===== src/rtl/tx_framer_pkg.sv =====
// tx_framer_pkg: shared state type, defaults and checksum step for tx_framer (TX_FRAMER_CRC8_EN selects CRC-8)
package tx_framer_pkg;
  typedef enum logic [2:0] {IDLE, GATHER, POP_WAIT, SEND_SYNC, SEND_LEN, SEND_PAY, SEND_CHK} state_t;
  localparam logic [7:0] SYNC_BYTE_DEF = 8'hA5;
  localparam logic [7:0] CRC8_POLY = 8'h07;
  // One checksum step: XOR by default, CRC-8 (MSB-first, init 0, no reflection) when the macro is set
  function automatic logic [7:0] chk_next(input logic [7:0] chk, input logic [7:0] din);
`ifdef TX_FRAMER_CRC8_EN
    logic [7:0] c;
    c = chk ^ din;
    for (int i = 0; i < 8; i++) c = c[7] ? ({c[6:0], 1'b0} ^ CRC8_POLY) : {c[6:0], 1'b0};
    return c;
`else
    return chk ^ din;
`endif
  endfunction
endpackage


===== src/rtl/tx_framer_chk.sv =====
// tx_framer_chk: checksum accumulator with clear and bytewise update
module tx_framer_chk import tx_framer_pkg::*; (
  input  logic       clk,
  input  logic       rst,
  input  logic       clr,
  input  logic       upd,
  input  logic [7:0] din,
  output logic [7:0] value
);
  logic [7:0] chk_q, chk_d;
  // Next accumulator value: clear wins over update
  always_comb chk_d = clr ? 8'h00 : upd ? chk_next(chk_q, din) : chk_q;
  // Accumulator register
  always_ff @(posedge clk or posedge rst)
    if (rst) chk_q <= 8'h00;
    else chk_q <= chk_d;
  assign value = chk_q;
endmodule


===== src/rtl/tx_framer.sv =====
// tx_framer: packs buffered bytes into SYNC,LEN,payload,CHK frames for uart_tx (TX_FRAMER_CRC8_EN selects CRC-8 CHK)
module tx_framer import tx_framer_pkg::*; #(
  parameter int         MAX_PAYLOAD    = 32,
  parameter logic [7:0] SYNC_BYTE      = SYNC_BYTE_DEF,
  parameter int         TIMEOUT_CYCLES = 50_000
) (
  input  logic        clk,
  input  logic        rst,
  input  logic        enable,
  input  logic [7:0]  buf_data,
  input  logic        buf_valid,
  output logic        buf_read_en,
  output logic [7:0]  tx_data,
  output logic        tx_valid,
  input  logic        tx_ready,
  output logic        busy,
  output logic [15:0] frame_count
);
  localparam int AW = MAX_PAYLOAD > 1 ? $clog2(MAX_PAYLOAD) : 1;
  localparam int TW = TIMEOUT_CYCLES > 1 ? $clog2(TIMEOUT_CYCLES) : 1;
  localparam logic [7:0] MAX_LEN = 8'(MAX_PAYLOAD);
  localparam logic [TW-1:0] TMO_LAST = TW'(TIMEOUT_CYCLES - 1);
  state_t state_q, state_d;
  logic [7:0] cnt_q, cnt_d, ptr_q, ptr_d, tx_data_q, tx_data_d, chk_val, chk_din;
  logic [TW-1:0] tmo_q, tmo_d;
  logic [15:0] frame_count_q, frame_count_d;
  logic wait_q, wait_d, rd_q, rd_d, tx_valid_q, tx_valid_d, load, xfer, chk_clr, chk_upd;
  logic [7:0] mem_q [MAX_PAYLOAD];
  logic [7:0] mem_d [MAX_PAYLOAD];
  // A send state with tx_valid low is the one-cycle load slot where the next byte is presented
  assign load = (state_q inside {SEND_SYNC, SEND_LEN, SEND_PAY, SEND_CHK}) && !tx_valid_q;
  assign xfer = tx_valid_q && tx_ready;
  assign chk_clr = load && state_q == SEND_SYNC;
  assign chk_upd = load && (state_q == SEND_LEN || state_q == SEND_PAY);
  assign chk_din = state_q == SEND_LEN ? cnt_q : mem_q[ptr_q[AW-1:0]];
  tx_framer_chk u_chk (
    .clk  (clk),
    .rst  (rst),
    .clr  (chk_clr),
    .upd  (chk_upd),
    .din  (chk_din),
    .value(chk_val)
  );
  // Framing FSM next-state and registered-output logic
  always_comb begin
    state_d = state_q;
    cnt_d = cnt_q;
    ptr_d = ptr_q;
    tmo_d = tmo_q;
    wait_d = 1'b0;
    rd_d = 1'b0;
    tx_data_d = tx_data_q;
    tx_valid_d = tx_valid_q;
    frame_count_d = frame_count_q;
    mem_d = mem_q;
    if (load) begin
      tx_valid_d = 1'b1;
      tx_data_d = state_q == SEND_SYNC ? SYNC_BYTE : state_q == SEND_LEN ? cnt_q :
                  state_q == SEND_PAY ? mem_q[ptr_q[AW-1:0]] : chk_val;
    end
    case (state_q)
      IDLE: if (enable && buf_valid) state_d = GATHER;
      GATHER:
        if (cnt_q == MAX_LEN) state_d = SEND_SYNC;
        else if (buf_valid) begin
          mem_d[cnt_q[AW-1:0]] = buf_data;
          cnt_d = cnt_q + 8'd1;
          tmo_d = '0;
          rd_d = 1'b1;
          state_d = POP_WAIT;
        end else if (cnt_q != 8'd0) begin
          tmo_d = tmo_q == TMO_LAST ? '0 : tmo_q + 1'b1;
          state_d = tmo_q == TMO_LAST ? SEND_SYNC : GATHER;
        end
      POP_WAIT: begin
        wait_d = !wait_q;
        state_d = wait_q ? GATHER : POP_WAIT;
      end
      default:
        if (xfer) begin
          tx_valid_d = 1'b0;
          state_d = state_q == SEND_SYNC ? SEND_LEN : state_q == SEND_LEN ? SEND_PAY :
                    state_q == SEND_PAY ? (ptr_q == cnt_q - 8'd1 ? SEND_CHK : SEND_PAY) : IDLE;
          ptr_d = state_q == SEND_PAY ? ptr_q + 8'd1 : 8'd0;
          cnt_d = state_q == SEND_CHK ? 8'd0 : cnt_q;
          frame_count_d = state_q == SEND_CHK ? frame_count_q + 16'd1 : frame_count_q;
        end
    endcase
  end
  // Control and output registers, cleared immediately by reset
  always_ff @(posedge clk or posedge rst)
    if (rst) begin
      state_q <= IDLE;
      cnt_q <= 8'd0;
      ptr_q <= 8'd0;
      tmo_q <= '0;
      wait_q <= 1'b0;
      rd_q <= 1'b0;
      tx_data_q <= 8'd0;
      tx_valid_q <= 1'b0;
      frame_count_q <= 16'd0;
    end else begin
      state_q <= state_d;
      cnt_q <= cnt_d;
      ptr_q <= ptr_d;
      tmo_q <= tmo_d;
      wait_q <= wait_d;
      rd_q <= rd_d;
      tx_data_q <= tx_data_d;
      tx_valid_q <= tx_valid_d;
      frame_count_q <= frame_count_d;
    end
  // Payload store needs no reset: slots are always written before they are read
  always_ff @(posedge clk) mem_q <= mem_d;
  assign buf_read_en = rd_q;
  assign tx_data = tx_data_q;
  assign tx_valid = tx_valid_q;
  assign busy = state_q != IDLE;
  assign frame_count = frame_count_q;
endmodule

===== config.mk =====
export PLATFORM = sky130hd
export DESIGN_NAME = tx_framer
export DESIGN_NICKNAME = d
export VERILOG_FILES = /design/src/rtl/tx_framer_pkg.sv /design/src/rtl/tx_framer_chk.sv /design/src/rtl/tx_framer.sv
export SDC_FILE = /design/constraint.sdc
export NUM_CORES = 1
export LEC_CHECK = 0
export CELL_PAD_IN_SITES_DETAIL_PLACEMENT = 1
export CELL_PAD_IN_SITES_GLOBAL_PLACEMENT = 1
export CORE_UTILIZATION = 40
export CTS_CLUSTER_SIZE = 10
export DETAILED_ROUTE_END_ITERATION = 8
export PLACE_DENSITY_LB_ADDON = 0.12
export SYNTH_ARGS = -nofsm -noshare
export SYNTH_HDL_FRONTEND = slang
export SYNTH_SLANG_ARGS = --single-unit

===== constraint.sdc =====
create_clock -name clk -period 6.5 [get_ports clk]
set_clock_uncertainty 0.2 [all_clocks]
set_input_delay 0.65 -clock clk [delete_from_list [all_inputs] [get_ports clk]]
set_output_delay 0.65 -clock clk [all_outputs]
set_load 0.02 [all_outputs]

==> reports/metrics.csv <==
metric,value,unit
fillers,3328,
number of synthesized register bits,326,
final instance area,15800,sq um
detail-routed net length per standard cell,26.0,um
cts hold-fix bufs,0,
crit-path cells,nand2b_1 > nor3_2 > o22ai_2 > nor2_2 > nand2_1 > nor2_1,
top-area cell type share of the netlist area,0.553,
"Setup Fix Bufs, Post-CTS",0,
deepest clock path buffer count,3,
Antenna Nets Post-Route,0,
Startpoint Class,flip-flop,
nets,975,
most frequent cells in the layout,"edfxtp_1, nor2_1, dfrtp_1",
worst hold path class,reg -> reg,
Starting Density,0.411,
syn nets,935,
Via Count,8124,
Worst Max-Slew Pin Slew,1130,ps
TritonRoute pass-1 iters,5,
final WL,36900,um
LEAKAGE,5.41,nW
Worst Setup End Kind,flip-flop,
Post-DP HPWL,23700,um
synthesized area,13900,sq um
Die Footprint,35500,sq um
Worst VDD drop,0.214,mV
"commonest non-fill, non-tap cell in the layout",edfxtp_1,
H-Tree Depth,2,
Max-slew headroom,0.240,
P per Cell Area,387,nW/um^2
Resized Gates After CTS,0,
RSZ-0062 raised after global routing,no,
Crit path largest cell delay,820,ps
cells after synthesis,914,
total power,6.09,mW
Multi-input gate area,4200,sq um
PortBufs,39,
core footprint,33900,sq um
CP Max Fanout,24,
Synth async-reset ratio,0.215,
Tmin final,4250,ps
Ys Warns,0,
"EDFF count, synth",256,
vias in the first global route,8613,
synthesis-to-finish area growth,13.2,%
slowest CP cell,dfrtp_1,
crit path DAT,4210,ps
"Clk Latency, worst-skew pair",540,ps
ant diodes,0,
fmax,235,MHz
ratio of cells with drive above 1 in the final layout,0.142,
final hold violation count,0,
synth unique cells,66,
row cnt,67,
critical path type,reg -> reg,
syn avg cell area,15.2,sq um
# IOs,40,
drt drc,0,
chip width,189,um
worst setup margin,2250,ps
period utilization,0.654,
sequential-to-total area share from yosys stat,0.678,
Tot GR Track Use,0.214,
"area leader, netlist",edfxtp_1,
setup TNS,0,ps
CTS tree,built,
final setup fails,0,
largest net degree at the start of global routing,71,
post-layout util,0.465,
Final GP Congestion,0.824,
Area after DPL,14600,sq um
clk sinks,326,
max-cap violation count,0,
cts bufs inserted,40,
Chip Height,189,um
Starting DRT DRC Count,734,
grt ovf,0,
CTS root buf,clkbuf_16,
Worst EP required,6460,ps
initial antenna violation count,0,
pre-CTS WS,2130,ps
Final Max Slew Viols,0,
vias per inst,5.73,
Synth area leaders,"edfxtp_1, dfrtp_1, mux4_2",
"CTS clk-pin slew, worst paths",60,ps
top_reg_cell synth,edfxtp_1,
total area of sequential cells,9450,sq um
first-pass GRT wire length,55700,um
outcome,"complete, no violations",
-- state kept, by name (all words and copies together) (netlist names) --
register and cells:
state_q 3, tx_data 8, wait_q 1, mem_q 256, tmo_q 16, cnt_q 8
frame_count 16, u_chk.value 8, tx_valid 1, ptr_q 8, buf_read_en 1
-- cell families after synthesis --
kind of cell    Yosys count  share of synthesized area
xor+xnor                 40                     0.0252
buf+inv                  56                     0.0197
flops                   326                      0.678
compound gates          144                     0.0730
simple gates            246                     0.0860
fa+ha+maj                 8                    0.00719
mux                      94                      0.111
-- stage by stage --
step,instances,hold WS [ps]
after floorplan,914,211
after global placement,1360,259
after detailed placement,1360,243
after CTS,1418,252
after global routing,1418,270
final,1418,245
-- routing by layer --
metal  routed length (um)  share of wire  GRT usage
met1                16300           0.44      0.292
met2                17700           0.48      0.343
met3                 2000          0.054     0.0440
met4                  914          0.025     0.0682
met5                    0              0          0
-- power by group --
group          total [mW]  switching [mW]  internal (mW)
logic                1.55           0.882          0.664
registers            2.59           0.216           2.37
clock network        1.96           0.816           1.14
total                6.09            1.91           4.18
-- area by class of cell --
type                       count  share of cell area
clock inverter                 5             0.00286
clock buffer                  53              0.0679
timing repair buffer          45              0.0251
multi-input combinational    532               0.267
sequential                   326               0.600
tap                          448              0.0356
inverter                       9             0.00214
-- cell usage after synthesis (8+ instances only) --
master	n
xnor2_1	20
a21oi_1	24
nand2_1	59
edfxtp_1	256
o211ai_1	10
buf_2	12
xor2_1	20
nand3_1	18
and3_1	11
o21ai_0	31
mux4_2	47
dfrtp_1	70
nor2b_1	13
o221ai_1	8
nand4_1	12
clkbuf_1	21
inv_1	8
ha_1	8
o22ai_1	9
nor3_1	8
mux2i_1	40
nand2b_1	12
nor2_1	80
a31oi_1	11
-- critical path, delay by kind of cell (launching register included) --
family           cells  cell delay (ps)
AO/OA/AOI/OAI        1              250
flip-flops           1              820
AND/OR/NAND/NOR      5             2610
-- final timing paths --
path                            start          to  slack (ps)  depth (start not counted)
hold / removal                 wait_q      wait_q         250                          1
setup / recovery           state_q[1]  mem_q[246]        2250                          6
hold reg to reg                wait_q      wait_q         250                          1
max in group asynchronous         rst    ptr_q[0]        4830                          3
setup reg to reg           state_q[1]  mem_q[246]        2250                          6
min in group asynchronous         rst    tmo_q[9]         550                          3
Power figures use the tool's default switching activity.
